$ cat config.mk
export PLATFORM = sky130hd
export DESIGN_NAME = gate_bist
export DESIGN_NICKNAME = d
export VERILOG_FILES = /design/src/rtl/gate_bist.sv
export SDC_FILE = /design/constraint.sdc
export NUM_CORES = 1
export LEC_CHECK = 0
export BUFFER_PORTS_ARGS = -buffer_cell sky130_fd_sc_hd__buf_4
export CORE_ASPECT_RATIO = 1.75
export CORE_MARGIN = 5
export CORE_UTILIZATION = 31
export DETAILED_ROUTE_END_ITERATION = 7
export GPL_TIMING_DRIVEN = 1
export PLACE_DENSITY = 0.53
export SLEW_MARGIN = 10
export SYNTH_ARGS = -nofsm -noshare
export SYNTH_HDL_FRONTEND = slang
export SYNTH_SLANG_ARGS = --single-unit
$ cat constraint.sdc
create_clock -name clk -period 2.9 [get_ports clk]
set_clock_uncertainty 0.2 [all_clocks]
set_input_delay 0.725 -clock clk [delete_from_list [all_inputs] [get_ports clk]]
set_output_delay 0.725 -clock clk [all_outputs]
set_load 0.02 [all_outputs]
$ cat src/rtl/gate_bist.sv
// gate_bist: stimulus/response self-test engine for a 2-input gate; define GATE_BIST_ERRCNT_EN to build the error counter.
module gate_bist #(
  parameter int HOLD_CYCLES = 4,
  parameter int CNT_W = 3
) (
  input  logic             clk,
  input  logic             rst,
  input  logic             start,
  input  logic [3:0]       truth,
  output logic             dut_a,
  output logic             dut_b,
  input  logic             dut_y,
  output logic             busy,
  output logic             done,
  output logic             pass,
  output logic [1:0]       fail_vec,
  output logic [CNT_W-1:0] err_cnt
);
  localparam int HW = $clog2(HOLD_CYCLES + 1);
  typedef enum logic [1:0] {IDLE, APPLY, SAMPLE, DONE} state_t;
  state_t state, state_n;
  logic [1:0] vec, vec_n;
  logic [HW-1:0] hold;
  logic [3:0] truth_q;
  logic first_fail, mismatch, hold_end;
  always_comb begin
    hold_end = hold == HW'(HOLD_CYCLES - 1);
    mismatch = state == SAMPLE && dut_y != truth_q[vec];
    state_n = state == IDLE   ? (start ? APPLY : IDLE) :
              state == APPLY  ? (hold_end ? SAMPLE : APPLY) :
              state == SAMPLE ? (vec == 2'd3 ? DONE : APPLY) : IDLE;
    vec_n = state == IDLE ? 2'd0 : state == SAMPLE ? vec + 2'd1 : vec;
  end
  assign busy = state != IDLE;
  assign done = state == DONE;
  always_ff @(posedge clk) begin
    if (rst) begin
      state <= IDLE;
      vec <= '0;
      hold <= '0;
      truth_q <= '0;
      first_fail <= 1'b0;
      fail_vec <= '0;
      pass <= 1'b0;
      {dut_a, dut_b} <= 2'b00;
    end else begin
      state <= state_n;
      vec <= vec_n;
      hold <= state == APPLY && !hold_end ? hold + 1'b1 : '0;
      // register the vector ahead of the state so the gate inputs never glitch
      {dut_a, dut_b} <= state_n == APPLY || state_n == SAMPLE ? vec_n : 2'b00;
      if (state == IDLE && start) begin
        truth_q <= truth;
        first_fail <= 1'b0;
        fail_vec <= '0;
        pass <= 1'b0;
      end
      if (mismatch && !first_fail) begin
        first_fail <= 1'b1;
        fail_vec <= vec;
      end
      if (state == SAMPLE && vec == 2'd3) pass <= !(first_fail || mismatch);
    end
  end
`ifdef GATE_BIST_ERRCNT_EN
  always_ff @(posedge clk) begin
    if (rst) err_cnt <= '0;
    else if (state == IDLE && start) err_cnt <= '0;
    else if (mismatch && err_cnt != '1) err_cnt <= err_cnt + 1'b1;
  end
`else
  assign err_cnt = '0;
`endif
endmodule
==> results.sh <==
export IMPL_grtUsageTotal_pct=8.96
export IMPL_cts_sinks=17
export IMPL_synth_most_common_cell="dfxtp_1"
export IMPL_cp_end_kind="output pin"
export IMPL_outcome="finished, final reports clean"
export IMPL_vias=562
export IMPL_ys_ff_latch=17
export IMPL_synth_area_leaders="dfxtp_1 43%, mux2i_1 11%, nor2_1 6.6%"
export IMPL_grt_max_degree=15
export IMPL_min_path_cells=1
export IMPL_grt_pass1_wl_mm=2.35
export IMPL_synth_edf_count=0
export IMPL_post_cts_resized=0
export IMPL_place_area_um2=903
export IMPL_arrival_ns=1.14
export IMPL_synth_cell_area_um2=792
export IMPL_setup_tns_ns=0
export IMPL_antenna_cells=0
export IMPL_postRouteAntennaNets=0
export IMPL_postLayoutCellArea_um2=948
export IMPL_yosys_area_top_type_share_pct=43.0
export IMPL_ff2ff_setup_slack_ns=1.06
export IMPL_nets=107
export IMPL_max_slew_margin_pct=65.5
export IMPL_dr_pass1_iters=4
export IMPL_cts_tree="built"
export IMPL_hold_end="hold[0]"
export IMPL_clk_pin_slew_ns=0.07
export IMPL_powerDensity_nw_per_um2=486
export IMPL_overflow=0
export IMPL_p_switching_w=0.000103
export IMPL_hold_viol=0
export IMPL_slew_violations=0
export IMPL_switching_share_pct=22.3
export IMPL_syn2layout_area_growth_pct=19.7
export IMPL_peakVddDrop_mv=0.178
export IMPL_min_path_type="reg -> reg"
export IMPL_first_iter_violations=9
export IMPL_p_leak_nw=0.408
export IMPL_ys_warn_count=0
export IMPL_r2r_start="vec[0]"
export IMPL_hold_buffers=0
export IMPL_period_share_pct=71.0
export IMPL_core_um2=2460
export IMPL_grt_pass1_vias=531
export IMPL_crit_type="reg -> out"
export IMPL_crit_fanout=12
export IMPL_cts_root_buffer="clkbuf_8"
export IMPL_tightest_slew_ns=0.515
export IMPL_io_pins=18
export IMPL_antenna_found_initial=0
export IMPL_synth_cells=80
export IMPL_fmax_mhz=485
export IMPL_numCtsBuffers=3
export IMPL_synth_largest_area_cell="dfxtp_1"
export IMPL_internal_power_w=0.000358
export IMPL_synth_ff_type="dfxtp_1"
export IMPL_clk_latency_ns=0.25
export IMPL_r2r_cells=4
export IMPL_worstSetupStartpointType="flip-flop"
export IMPL_cts_setup_buffers=0
export IMPL_num_rows=24
export IMPL_yosysSeqAreaShare_pct=43.0
export IMPL_p_clk_share_pct=37.5
export IMPL_viasPerCell=4.68
export IMPL_p_seq_share_pct=53.2
export IMPL_synthTopCellsByCount="17 x dfxtp_1, 14 x nor2_1, 9 x mux2i_1"
export IMPL_wl_per_cell_um=12.0
export IMPL_clockBufferDepth=2
export IMPL_initial_utilization_pct=32.2
export IMPL_die_h_um=76.9
export IMPL_rr_endpoint="fail_vec[1]"
export IMPL_rsz0062_at_grt="no"
export IMPL_async_reset_ff_share_pct=0
export IMPL_fillers=272
export IMPL_die_w_um=48.2
export IMPL_max_cap_violations=0
export IMPL_comb_power_share_pct=9.3
export IMPL_portBuffers=14
export IMPL_avgSynthCellArea_um2=9.90
export IMPL_synth_distinct_cells=28
export IMPL_place_congestion=0.677
export IMPL_drc=0
export IMPL_wirelength_mm=1.44
export IMPL_die_area_um2=3710
export IMPL_crit_required_ns=1.98
export IMPL_hold_start="hold[0]"
export IMPL_htree_levels=1
export IMPL_min_period_ns=2.06
export IMPL_final_layout_size_suffix_gt1_share_pct=23.4
export IMPL_startpoint="state[0]"
export IMPL_setup_viol=0
export IMPL_dp_hpwl_mm=1.15
kinds of logic after synthesis:
| family | Yosys count | share of synthesized area [%] |
|---|---|---|
| AOI/OAI and AO/OA | 7 | 6.48 |
| xor gates and xnor gates | 2 | 3.16 |
| adders and majority gates | 4 | 6.32 |
| buffers and inverters | 8 | 5.21 |
| DFF | 17 | 43.0 |
| muxes | 10 | 14.2 |
| other | 1 | 0.473 |
| and+or+nand+nor | 31 | 21.2 |
layer usage:
metal  track usage, %  share of wire [%]
met3             2.34                4.3
met1             9.39                 39
met4             6.47                2.7
met2             14.1                 54
met5                0                  0
power groups by stage:
stage	logic [W]	registers (W)	clock network, W
after CTS	0.0000436	0.000245	0.000180
after global placement	0.0000434	0.000250	0
after floorplan	0.0000352	0.000247	0
final	0.0000428	0.000245	0.000173
after detailed placement	0.0000435	0.000251	0
after global routing	0.0000471	0.000246	0.000193
through the flow:
stage                     cells  power, W  setup slack (ns)  hold slack [ns]  util, %
after global placement      116  0.000294              1.01            0.208     36.7
after CTS                   120  0.000469             0.823            0.232     38.5
after detailed placement    116  0.000294             0.989            0.222     36.7
after floorplan              82  0.000282              1.10            0.199        -
final                       120  0.000461             0.840            0.229     38.5
after global routing        120  0.000486             0.782            0.251     38.5
area by class of cell:
type                    count  area, um2  share of cell area [%]
clock buffers               4       45.0                    4.75
inverters                   2       7.51                   0.792
well taps                  26       32.5                    3.43
repair buffers             14        105                    11.1
multi-input cells          57        418                    44.1
flip-flops and latches     17        340                    35.9
sequential cells by signal, indices dropped and copies added, names as in the netlist:
signal,cells
pass,1
dut_b,1
truth_q,4
fail_vec,2
hold,3
dut_a,1
state,2
vec,2
first_fail,1
critical path: stages (launching register included):
cell,delay [ns]
dfxtp_1,0.42
or2_2,0.31
buf_4,0.16
layout by cell type (no fill, tap or decap):
cell type and instances:
dfxtp_1 17, nor2_1 14, buf_4 14, mux2i_1 9, ha_1 4, and2_1 3, nand2_1 3, nand2b_1 3
conb_1 3, clkbuf_8 3, inv_1 2, nor2b_1 2, or2_2 1, nor3b_2 1, mux4_2 1, xnor2_2 1
nor3_4 1, a2bb2oi_1 1, a22oi_1 1, or3_1 1, o21ba_1 1, or2b_1 1, o22a_1 1, xnor2_1 1
o22ai_1 1, o21ai_0 1, nand3_1 1, a21oi_1 1, clkbuf_1 1
how the worst max path moves through the flow:
stage,end,cells past startpoint,slack (ns)
finish,busy,2,0.84
global route,busy,2,0.78
CTS,busy,2,0.82
detailed placement,truth_q[3],4,0.99
global placement,truth_q[3],4,1.01
floorplan,done,2,1.10
Power figures use the tool's default switching activity.
